File: config.mk
export PLATFORM = sky130hd
export DESIGN_NAME = cv32e40x_xif_result_buffer
export DESIGN_NICKNAME = d
export VERILOG_FILES = /design/src/rtl/cv32e40x_pkg.sv /design/src/rtl/cv32e40x_xif_result_fifo.sv /design/src/rtl/cv32e40x_xif_result_buffer.sv
export SDC_FILE = /design/constraint.sdc
export NUM_CORES = 1
export LEC_CHECK = 0
export BUFFER_PORTS_ARGS = -buffer_cell sky130_fd_sc_hd__buf_4
export CORE_MARGIN = 2
export CORE_UTILIZATION = 48
export CTS_BUF_LIST = sky130_fd_sc_hd__clkbuf_2
export DETAILED_ROUTE_END_ITERATION = 12
export PLACE_DENSITY = 0.87
export SLEW_MARGIN = 20
export SYNTH_ARGS = -nofsm -noshare
export SYNTH_HDL_FRONTEND = slang
export SYNTH_SLANG_ARGS = --single-unit
File: constraint.sdc
create_clock -name clk -period 4.5 [get_ports clk]
set_input_delay 0.675 -clock clk [delete_from_list [all_inputs] [get_ports clk]]
set_output_delay 0.675 -clock clk [all_outputs]
set_load 0.01 [all_outputs]
File: src/rtl/cv32e40x_pkg.sv
// Shared types for the coprocessor (xif) result path.
package cv32e40x_pkg;

    localparam int unsigned X_ID_WIDTH = 4;

    typedef struct packed {
        logic [X_ID_WIDTH-1:0] id;
        logic [31:0]           data;
        logic [4:0]            rd;
        logic                  we;
        logic                  exc;
        logic [5:0]            exccode;
    } xif_result_entry_t;

endpackage

File: src/rtl/cv32e40x_xif_result_fifo.sv
// Circular FIFO holding coprocessor results; storage is unreset and qualified by the count.
module cv32e40x_xif_result_fifo
    import cv32e40x_pkg::*;
#(
    parameter int unsigned DEPTH = 2
) (
    input  logic                       clk,
    input  logic                       rst_n,
    input  logic                       clear_i,
    input  logic                       push_i,
    input  xif_result_entry_t          data_i,
    input  logic                       pop_i,
    output xif_result_entry_t          head_o,
    output logic                       empty_o,
    output logic                       full_o,
    output logic [$clog2(DEPTH+1)-1:0] count_o
);

    localparam int unsigned PtrW = (DEPTH > 1) ? $clog2(DEPTH) : 1;
    localparam int unsigned CntW = $clog2(DEPTH+1);

    xif_result_entry_t mem_q [DEPTH];
    logic [PtrW-1:0]   wr_ptr_q, wr_ptr_d;
    logic [PtrW-1:0]   rd_ptr_q, rd_ptr_d;
    logic [CntW-1:0]   count_q, count_d;
    logic              push_en, pop_en;

    assign empty_o = (count_q == '0);
    assign full_o  = (count_q == CntW'(DEPTH));
    assign count_o = count_q;
    assign head_o  = mem_q[rd_ptr_q];

    assign push_en = push_i && !full_o && !clear_i;
    assign pop_en  = pop_i && !empty_o && !clear_i;

    // DEPTH is a power of two, so pointer overflow is the modulo wrap.
    always_comb begin
        wr_ptr_d = wr_ptr_q;
        rd_ptr_d = rd_ptr_q;
        count_d  = count_q;
        if (clear_i) begin
            wr_ptr_d = '0;
            rd_ptr_d = '0;
            count_d  = '0;
        end else begin
            if (push_en) wr_ptr_d = wr_ptr_q + 1'b1;
            if (pop_en)  rd_ptr_d = rd_ptr_q + 1'b1;
            unique case ({push_en, pop_en})
                2'b10:   count_d = count_q + 1'b1;
                2'b01:   count_d = count_q - 1'b1;
                default: count_d = count_q;
            endcase
        end
    end

    always_ff @(posedge clk or negedge rst_n) begin
        if (!rst_n) begin
            wr_ptr_q <= '0;
            rd_ptr_q <= '0;
            count_q  <= '0;
        end else begin
            wr_ptr_q <= wr_ptr_d;
            rd_ptr_q <= rd_ptr_d;
            count_q  <= count_d;
        end
    end

    always_ff @(posedge clk) begin
        if (push_en) mem_q[wr_ptr_q] <= data_i;
    end

endmodule

File: src/rtl/cv32e40x_xif_result_buffer.sv
// Buffers coprocessor results until the matching instruction retires in WB.
// Optional CV32E40X_XIF_RESULT_BYPASS_EN forwards a result straight to WB when the buffer is empty.
module cv32e40x_xif_result_buffer
    import cv32e40x_pkg::*;
#(
    parameter int unsigned DEPTH      = 2,
    parameter int unsigned X_ID_WIDTH = cv32e40x_pkg::X_ID_WIDTH
) (
    input  logic                       clk,
    input  logic                       rst_n,
    input  logic                       xif_result_valid_i,
    output logic                       xif_result_ready_o,
    input  xif_result_entry_t          xif_result_i,
    input  logic                       wb_xif_valid_i,
    input  logic [X_ID_WIDTH-1:0]      wb_xif_id_i,
    output logic                       wb_result_valid_o,
    output xif_result_entry_t          wb_result_o,
    input  logic                       wb_result_ready_i,
    input  logic                       kill_i,
    output logic                       id_err_o,
    output logic [$clog2(DEPTH+1)-1:0] count_o
);

    xif_result_entry_t     head;
    logic                  empty, full;
    logic                  head_match, push, pop, bypass;
    logic [X_ID_WIDTH-1:0] head_id;
    logic                  id_err_q, id_err_d;

    assign head_id = X_ID_WIDTH'(head.id);

    assign xif_result_ready_o = !full;
    assign head_match = !empty && wb_xif_valid_i && (head_id == wb_xif_id_i) && !kill_i;

`ifdef CV32E40X_XIF_RESULT_BYPASS_EN
    assign bypass = empty && xif_result_valid_i && wb_xif_valid_i && !kill_i &&
                    (X_ID_WIDTH'(xif_result_i.id) == wb_xif_id_i);
`else
    assign bypass = 1'b0;
`endif

    assign wb_result_valid_o = head_match || bypass;
    assign pop = head_match && wb_result_ready_i;
    // A bypassed result consumed this cycle must not also be stored.
    assign push = xif_result_valid_i && xif_result_ready_o && !kill_i &&
                  !(bypass && wb_result_ready_i);

    always_comb begin
        wb_result_o = '0;
        if (!empty)      wb_result_o = head;
        else if (bypass) wb_result_o = xif_result_i;
    end

    always_comb begin
        id_err_d = id_err_q;
        if (kill_i) id_err_d = 1'b0;
        else if (wb_xif_valid_i && !empty && (head_id != wb_xif_id_i)) id_err_d = 1'b1;
    end

    always_ff @(posedge clk or negedge rst_n) begin
        if (!rst_n) id_err_q <= 1'b0;
        else        id_err_q <= id_err_d;
    end

    assign id_err_o = id_err_q;

    cv32e40x_xif_result_fifo #(
        .DEPTH (DEPTH)
    ) u_fifo (
        .clk     (clk),
        .rst_n   (rst_n),
        .clear_i (kill_i),
        .push_i  (push),
        .data_i  (xif_result_i),
        .pop_i   (pop),
        .head_o  (head),
        .empty_o (empty),
        .full_o  (full),
        .count_o (count_o)
    );

endmodule

==> flow_summary.yaml, run 1 <==
die:
  core_mm2: 0.00813
  dieArea_mm2: 0.00908
  die_w_um: 95.3
  rows: 33
  io_pins: 113
  die_y_um: 95.3
  start_util: 0.492
synth:
  synth_cell_type_count: 22
  yosys.area.top_type: "edfxtp_1"
  netlist_area_mm2: 0.00400
  syn_inst: 245
  synth_seq_area_share: 0.767
  synth_warnings: 0
  synth_top_area_frac: 0.735
  syn_area_per_cell_um2: 16.3
  synth.ff_latch_count: 103
  synth_nets: 304
  synth_area_leaders: "edfxtp_1 74%, mux2i_1 12%, nor2_1 4.9%, dfrtp_1 3.1%, xor2_1 1.3%"
cts:
  max-clock-path-buffers: 2
  path_clk_slew_ns: 0.26
  clock-root-buffer: "clkbuf_2"
  cts_sinks: 103
  hold_buffers: 1
  h-tree-depth: 3
  cts_made_buffers: 9
  postCtsSetupBuffers: 0
  cts_resized: 0
  clk-insertion-delay-late_ns: 0.53
  cts_tree: "done"
layout:
  antennaDiodeCount: 0
  area_growth_pct: 28.5
  final_common_cell: "buf_4"
  fin_nets: 420
  fillers: 612
  fin_area_mm2: 0.00514
  drive_gt1_frac: 0.372
  layout_common_cells: "115 x buf_4, 98 x edfxtp_1, 51 x nor2_1"
worst_setup_path:
  timing_worst_setup_path_type: "reg2out"
  r2r_cells: 5
  start_kind: "flop"
  critPathMaxFanout: 27
  cp.required_ns: 3.83
  rr_endpoint: "u_fifo.count_o[1]$_DFFE_PN0P_"
  crit_arrival_ns: 2.64
  reg2reg_slack_ns: 2.18
  end_kind: "primary output"
  timing.rr.start: "u_fifo.rd_ptr_q$_DFFE_PN0P_"
outcome:
  outcome: "completed"
power_and_ir_drop:
  clkPwrFrac: 0.196
  ir_drop_mv: 0.321
  power.density_mw_per_mm2: 456
  p_switching_uw: 680
  swShare: 0.290
  combPwrFrac: 0.297
  p_int_mw: 1.66
  p_seq_frac: 0.507
  p_leak_nw: 1.88
timing:
  fin_setup_tns_ns: 0
  min_period_ns: 3.31
  worst_pin_slew_ns: 0.741
  max_freq_ghz: 0.302
  fin_crit_sh: 0.736
  finalSetupViolCount: 0
  rsz0062_at_grt: "false"
  maxSlewHeadroom: 0.506
  maxSlewViolCount: 0
  skew_ns: 0.0268
  hold_ws_ns: 0.302
  hold_viol_final: 0
global_route:
  grt_antenna_before_repair: 0
  grt_use_total: 0.158
  grt_start_max_net_pins: 51
  grt_pass1_wl_um: 10700
  grt_pass1_vias: 2298
  overflow: 0
drt:
  vias: 2336
  first_pass_iters: 4
  route.detailed.drc: 0
  routedWlPerCell_um: 15.2
  ant_nets: 0
  totalWireLength_um: 7170
  drtIter0Drc: 127
  avgViaCountPerCell: 4.96
min_path:
  hold_class: "in2reg"
  hold_depth: 1
  min_from: "xif_result_i[44]"
  min_to: "u_fifo.mem_q[0][44]$_DFFE_PP_"
placed_design:
  dp_hpwl_um: 4680
  port_buffers: 112
  gp_congestion: 0.708
  placed_cell_area_mm2: 0.00497
run:
  max-cap-violations: 0
## final cells by class
class	instances	area, µm²	area share
clock inverter	6	85.1	0.0165
clock buffer	10	50.0	0.00973
tap	105	131	0.0255
multi-input combinational	130	906	0.176
timing repair buffer	117	901	0.175
sequential	103	3070	0.597
## how the worst max path moves through the flow
| stage | slack [ns] | start | cells past startpoint | to |
|---|---|---|---|---|
| floorplan | 1.20 | kill_i | 2 | u_fifo.mem_q[0][0]$_DFFE_PP_ |
| global route | 0.97 | u_fifo.rd_ptr_q$_DFFE_PN0P_ | 5 | wb_result_valid_o |
| detailed placement | 1.85 | u_fifo.rd_ptr_q$_DFFE_PN0P_ | 5 | wb_result_valid_o |
| global placement | 1.87 | u_fifo.rd_ptr_q$_DFFE_PN0P_ | 5 | wb_result_valid_o |
| CTS | 1.19 | u_fifo.rd_ptr_q$_DFFE_PN0P_ | 5 | wb_result_valid_o |
| finish | 1.19 | u_fifo.rd_ptr_q$_DFFE_PN0P_ | 5 | wb_result_valid_o |
## state kept, by name (all words and copies together), names as in the netlist
register,count
id_err_o,1
u_fifo.count_o,2
u_fifo.mem_q,98
u_fifo.rd_ptr_q,1
u_fifo.wr_ptr_q,1
## routing by layer
metal	share of wire	routed length, µm	up-vias	GRT usage
met4	0.014	101	0	0.0761
met3	0.056	404	10	0.0372
met2	0.51	3650	70	0.262
met5	0	0	-	0
met1	0.42	3010	1120	0.197
li1	-	-	1136	-
## cell families after synthesis
kind of cell           count (synthesis)  share of synthesized area
flip-flops                           103                      0.767
AND/OR/NAND/NOR                       69                     0.0750
multiplexers                          49                      0.123
buffers and inverters                 12                     0.0144
AO/OA/AOI/OAI                          6                    0.00813
XOR/XNOR                               6                     0.0131
## per-stage QoR
stage / total power [mW] / utilization / worst slack (ns) / instances
finish: 2.34 / 0.632 / 1.19 / 471
global route: 2.46 / 0.632 / 0.975 / 471
CTS: 2.35 / 0.629 / 1.19 / 470
detailed placement: 1.88 / 0.611 / 1.85 / 453
global placement: 1.87 / 0.611 / 1.87 / 453
floorplan: 1.52 / - / 1.20 / 245
## synthesized netlist by cell type
cell type and instances:
buf_2 4, nand4_2 1, o21a_1 1, nor3b_1 2, nand3_1 1, a21oi_1 4, nand3b_1 2, nor2b_1 1
dfrtp_1 5, nand2b_1 1, nor3_1 4, nand2_1 3, buf_1 1, edfxtp_1 98, or4_1 1, o21ai_0 1
xor2_1 6, clkbuf_1 6, buf_6 1, mux2i_1 49, or3_1 1, nor2_1 52
## power groups by stage
stage               sequential [mW]  combinational [mW]  clock, mW
CTS                            1.19               0.678      0.480
global route                   1.20               0.756      0.511
floorplan                      1.20               0.317          0
detailed placement             1.21               0.673          0
global placement               1.20               0.665          0
finish                         1.19               0.695      0.460
## critical path: stages, from the launching register on
cell and delay [ns]:
dfrtp_2 0.90, mux2i_1 0.35, xor2_1 0.20, nand4_2 0.20, nor3b_1 0.30, buf_4 0.18
(Power assumes the default switching activity.)
==> run 2: changes to the inputs <==
--- a/config.mk
+++ b/config.mk
@@ -5,12 +5,13 @@
 export SDC_FILE = /design/constraint.sdc
 export NUM_CORES = 1
 export LEC_CHECK = 0
+export ABC_AREA = 1
 export BUFFER_PORTS_ARGS = -buffer_cell sky130_fd_sc_hd__buf_4
 export CORE_MARGIN = 2
-export CORE_UTILIZATION = 48
+export CORE_UTILIZATION = 49
 export CTS_BUF_LIST = sky130_fd_sc_hd__clkbuf_2
 export DETAILED_ROUTE_END_ITERATION = 12
-export PLACE_DENSITY = 0.87
+export PLACE_DENSITY = 0.89
 export SLEW_MARGIN = 20
 export SYNTH_ARGS = -nofsm -noshare
 export SYNTH_HDL_FRONTEND = slang
==> constraint.sdc (replaced) <==
create_clock -name clk -period 2.7 [get_ports clk]
set_input_delay 0.405 -clock clk [delete_from_list [all_inputs] [get_ports clk]]
set_output_delay 0.405 -clock clk [all_outputs]
set_load 0.01 [all_outputs]
==> flow_summary.yaml, run 2 <==
drt:
  drtIter0Drc: 232
  route.detailed.drc: 0
  totalWireLength_um: 9140
  ant_nets: 0
  routedWlPerCell_um: 15.2
  vias: 3023
  first_pass_iters: 4
  avgViaCountPerCell: 5.03
timing:
  min_period_ns: 2.45
  skew_ns: 0.0489
  rsz0062_at_grt: "false"
  hold_viol_final: 0
  fin_crit_sh: 0.906
  maxSlewHeadroom: 0.729
  finalSetupViolCount: 0
  maxSlewViolCount: 0
  max_freq_ghz: 0.409
  worst_pin_slew_ns: 0.407
  fin_setup_tns_ns: 0
synth:
  async_reset_ff_frac: 0.0485
  synth_edf_count: 98
  synth_nets: 388
  synth_cell_type_count: 20
  yosysMostFrequentCell: "nand2_1"
  synth_top_area_frac: 0.728
  synth_flop_cell: "edfxtp_1"
  synth_area_leaders: "edfxtp_1 73%, nand2_1 12%, a21oi_1 6.3%, dfrtp_1 3.1%, clkbuf_1 1.1%"
  syn_inst: 329
  syn_area_per_cell_um2: 12.3
  synth_warnings: 0
  synth.ff_latch_count: 103
  synthTopCellsByCount: "125 x nand2_1, 98 x edfxtp_1, 51 x a21oi_1, 12 x clkbuf_1, 12 x inv_1"
  yosys.area.top_type: "edfxtp_1"
  synth_seq_area_share: 0.759
  netlist_area_mm2: 0.00404
cts:
  cts_sinks: 103
  path_clk_slew_ns: 0.22
  cts_made_buffers: 9
  clk-insertion-delay-late_ns: 0.55
  clock-root-buffer: "clkbuf_2"
  max-clock-path-buffers: 2
  h-tree-depth: 3
  cts_tree: "done"
layout:
  top_register: "u_fifo.mem_q"
  area_growth_pct: 38.7
  antennaDiodeCount: 0
  largest_reg_flops: 98
  layout_common_cells: "125 x nand2_1, 121 x buf_4, 98 x edfxtp_1"
  fin_nets: 550
  multi_input_comb_area_um2: 880
  seq_area_mm2: 0.00307
  fillers: 603
  final_common_cell: "nand2_1"
  drive_gt1_frac: 0.300
worst_setup_path:
  critPathMaxFanout: 25
  start_kind: "flop"
  cpMaxStageDelayCell: "dfrtp_4"
  path_delay_family: "flip-flops"
  crit_chain: "inv_2 -> buf_4 -> nand2_1 -> a21oi_1 -> buf_4"
  reg2reg_slack_ns: 0.75
  crit_path_max_incr_delay_ns: 0.62
  crit_arrival_ns: 2.04
  crit_start: "u_fifo.rd_ptr_q$_DFFE_PN0P_"
  crit_buf_inv: 3
  timing.rr.start: "u_fifo.count_o[0]$_DFFE_PN0P_"
  timing_worst_setup_path_type: "reg2out"
  end_kind: "primary output"
  cp.required_ns: 2.30
  rr_endpoint: "u_fifo.mem_q[0][1]$_DFFE_PP_"
  r2r_cells: 7
  cp_common_cell: "buf_4"
min_path:
  hold_class: "in2reg"
  min_to: "u_fifo.mem_q[1][13]$_DFFE_PP_"
  min_from: "xif_result_i[13]"
  hold_depth: 1
power_and_ir_drop:
  swShare: 0.271
  p_seq_frac: 0.567
  clkPwrFrac: 0.207
  p_leak_nw: 2.30
  power.density_mw_per_mm2: 596
  p_int_mw: 2.44
  p_switching_uw: 906
  finalPower_mw: 3.34
  combPwrFrac: 0.226
  ir_drop_mv: 0.359
die:
  core_mm2: 0.00809
  io_pins: 113
  dieArea_mm2: 0.00899
  start_util: 0.499
  die_w_um: 94.8
  rows: 33
  die_y_um: 94.8
global_route:
  grt_antenna_before_repair: 0
  overflow: 0
  grt_pass1_vias: 3006
  grt_pass1_wl_um: 13700
  grt_use_total: 0.205
  grt_start_max_net_pins: 30
placed_design:
  dp_hpwl_um: 5680
  port_buffers: 112
  gp_congestion: 0.712
outcome:
  outcome: "completed"
run:
  max-cap-violations: 0
run 2: metrics by stage:
stage          hold WS [ns]  setup WS (ns)  utilization  std cells  instance area, µm²
3_5_place_dp          0.213          0.719        0.623        540                5040
5_1_grt            -0.00159         0.0632        0.693        601                5610
3_3_place_gp          0.210          0.798        0.623        540                5040
6_report             0.0646          0.254        0.693        601                5610
4_1_cts             0.00248         0.0818        0.680        591                5500
2_1_floorplan         0.109         0.0891            -        329                4050
run 2: worst reg2reg max path, cell delays in order, from the launching register on:
cell and delay (ns):
dfrtp_1 0.54, inv_1 0.09, nand2_1 0.08, nand2_1 0.13, inv_1 0.11, nand2_1 0.15, nor2_4 0.12, buf_4 0.37
run 2: worst max-delay path by stage:
stage,endpoint,slack [ns],cells after the start
2_1_floorplan,u_fifo.mem_q[0][0]$_DFFE_PP_,0.09,6
3_3_place_gp,wb_result_o[2],0.80,5
5_1_grt,wb_result_o[26],0.06,5
4_1_cts,wb_result_valid_o,0.08,7
3_5_place_dp,wb_result_valid_o,0.72,7
6_report,wb_result_o[26],0.25,5
run 2: logic make-up (layout without fill, tap and decap cells):
logic type / Yosys count / count (layout) / synth area share
flops: 103 / 103 / 0.759
xor+xnor: 1 / 1 / 0.00217
compound gates: 54 / 54 / 0.0672
buf+inv: 29 / 196 / 0.0288
simple gates: 142 / 142 / 0.143
run 2: final cells by class:
| type | instances | area share |
|---|---|---|
| well taps | 105 | 0.0234 |
| inverters | 14 | 0.00937 |
| flip-flops and latches | 103 | 0.548 |
| clock inverters | 4 | 0.00870 |
| repair buffers | 166 | 0.243 |
| clock buffers | 12 | 0.0107 |
| multi-input cells | 197 | 0.157 |
run 2: what timing repair did:
action | CTS | global route
resized for setup | 0 | 1
setup endpoints to repair | 0 | 4
setup buffers | 0 | 1
hold buffers | 35 | 9
endpoints found under the hold margin | 62 | 17
run 2: metal layers:
layer,GRT usage,vias to the layer above,part of all wire
li1,-,1457,-
met1,0.238,1448,0.39
met2,0.361,101,0.54
met3,0.0399,17,0.046
met4,0.103,0,0.024
met5,0,-,0
run 2: power by group through the flow:
stage | Sequential [mW] | Clock (mW) | Combinational, mW
2_1_floorplan | 1.93 | 0 | 0.308
3_3_place_gp | 1.92 | 0 | 0.689
3_5_place_dp | 1.93 | 0 | 0.704
4_1_cts | 1.89 | 0.703 | 0.747
5_1_grt | 1.90 | 0.767 | 0.816
6_report | 1.89 | 0.693 | 0.755
==> run 3: changes to the inputs <==
--- a/config.mk
+++ b/config.mk
@@ -7,9 +7,9 @@
 export LEC_CHECK = 0
 export ABC_AREA = 1
 export BUFFER_PORTS_ARGS = -buffer_cell sky130_fd_sc_hd__buf_4
-export CORE_MARGIN = 2
 export CORE_UTILIZATION = 49
 export CTS_BUF_LIST = sky130_fd_sc_hd__clkbuf_2
+export CTS_CLUSTER_DIAMETER = 80
 export DETAILED_ROUTE_END_ITERATION = 12
 export PLACE_DENSITY = 0.89
 export SLEW_MARGIN = 20
==> flow_summary.yaml, run 3 (same netlist as run 2, synthesis figures left out) <==
worst_setup_path:
  crit_chain: "buf_4 -> nand2_1 -> nand2_1 -> nand2_1 -> nand2_1 -> nand2_1 -> nor3_2 -> buf_4"
  crit_arrival_ns: 2.10
  start_kind: "flop"
  rr_endpoint: "u_fifo.count_o[0]$_DFFE_PN0P_"
  cp_common_cell: "nand2_1"
  timing_worst_setup_path_type: "reg2out"
  r2r_cells: 11
  cp.required_ns: 2.30
  crit_path_max_incr_delay_ns: 0.45
  end_kind: "primary output"
  critPathMaxFanout: 30
  timing.rr.start: "u_fifo.rd_ptr_q$_DFFE_PN0P_"
  cpMaxStageDelayCell: "dfrtp_2"
  reg2reg_slack_ns: 0.85
die:
  die_y_um: 92.8
  die_w_um: 92.8
  core_mm2: 0.00785
  io_pins: 113
  dieArea_mm2: 0.00861
  start_util: 0.515
  rows: 32
drt:
  vias: 3022
  first_pass_iters: 4
  routedWlPerCell_um: 15.1
  route.detailed.drc: 0
  ant_nets: 0
  totalWireLength_um: 9090
  avgViaCountPerCell: 5.02
  drtIter0Drc: 132
cts:
  cts_sinks: 103
  max-clock-path-buffers: 2
  cts_made_buffers: 9
  cts_tree: "done"
  clock-root-buffer: "clkbuf_2"
  clk-insertion-delay-late_ns: 0.54
  path_clk_slew_ns: 0.28
  h-tree-depth: 3
timing:
  max_freq_ghz: 0.400
  skew_ns: 0.0303
  min_period_ns: 2.50
  maxSlewViolCount: 0
  fin_crit_sh: 0.927
  worst_pin_slew_ns: 0.312
  hold_viol_final: 0
  fin_setup_tns_ns: 0
  worst_slack_ns: 0.198
  hold_ws_ns: 0.0868
  maxSlewHeadroom: 0.792
  finalSetupViolCount: 0
layout:
  layout_common_cells: "125 x nand2_1, 117 x buf_4, 98 x edfxtp_1"
  finalNonFillerCells: 602
  fillers: 545
  largest_reg_flops: 98
  antennaDiodeCount: 0
  drive_gt1_frac: 0.296
  fin_util: 0.721
  fin_area_mm2: 0.00565
  fin_nets: 554
  area_growth_pct: 39.9
  final_common_cell: "nand2_1"
  top_register: "u_fifo.mem_q"
global_route:
  grt_pass1_vias: 2744
  grt_use_total: 0.202
  grt_pass1_wl_um: 13000
  grt_start_max_net_pins: 50
  overflow: 0
  grt_antenna_before_repair: 0
placed_design:
  pre_cts_slack_ns: 0.790
  numPlacedInstances: 536
  dp_hpwl_um: 5340
  port_buffers: 112
  placed_cell_area_mm2: 0.00505
  gp_congestion: 0.801
min_path:
  hold_class: "in2reg"
  min_from: "kill_i"
  hold_depth: 4
  min_to: "u_fifo.count_o[1]$_DFFE_PN0P_"
power_and_ir_drop:
  p_leak_nw: 2.31
  ir_drop_mv: 0.359
  power.density_mw_per_mm2: 580
  finalPower_mw: 3.28
run:
  max-cap-violations: 0
outcome:
  outcome: "completed"
==> run 3: layout make-up <==
cell class	count	area, µm²	share of cell area
timing repair buffer	170	1430	0.253
inverter	14	52.6	0.00929
clock inverter	6	45.0	0.00797
sequential	103	3070	0.543
multi-input combinational	197	880	0.156
clock buffer	10	50.0	0.00885
tap	102	128	0.0226
==> run 3: where the power goes <==
group          switching, mW  total, mW  internal [mW]
combinational          0.406      0.772          0.366
clock                  0.487      0.615          0.128
sequential            0.0355       1.89           1.86
total                  0.929       3.28           2.35
==> run 3: timing repair <==
item,CTS,global route
hold endpoints to repair,27,72
buffers inserted,0,0
hold buffers,14,36
gates resized for setup,0,1
setup endpoints to repair,0,1
==> run 3: worst max-delay path by stage <==
stage | to | slack [ns] | cells past startpoint | from
floorplan | u_fifo.mem_q[0][0]$_DFFE_PP_ | 0.09 | 6 | u_fifo.count_o[0]$_DFFE_PN0P_
global placement | wb_result_valid_o | 0.85 | 8 | u_fifo.rd_ptr_q$_DFFE_PN0P_
detailed placement | wb_result_valid_o | 0.79 | 8 | u_fifo.rd_ptr_q$_DFFE_PN0P_
CTS | wb_result_valid_o | 0.16 | 8 | u_fifo.rd_ptr_q$_DFFE_PN0P_
global route | wb_result_valid_o | -0.05 | 8 | u_fifo.rd_ptr_q$_DFFE_PN0P_
finish | wb_result_valid_o | 0.20 | 8 | u_fifo.rd_ptr_q$_DFFE_PN0P_
==> run 3: critical path, delay by kind of cell (launching register included) <==
family | cells | cell delay (ns)
buf+inv | 2 | 0.46
simple gates | 6 | 0.68
flops | 1 | 0.45
==> run 3: routing by layer <==
| metal | routed length, µm | GRT usage |
|---|---|---|
| met3 | 473 | 0.0476 |
| met1 | 3690 | 0.259 |
| met5 | 0 | 0 |
| met4 | 156 | 0.0628 |
| met2 | 4770 | 0.341 |
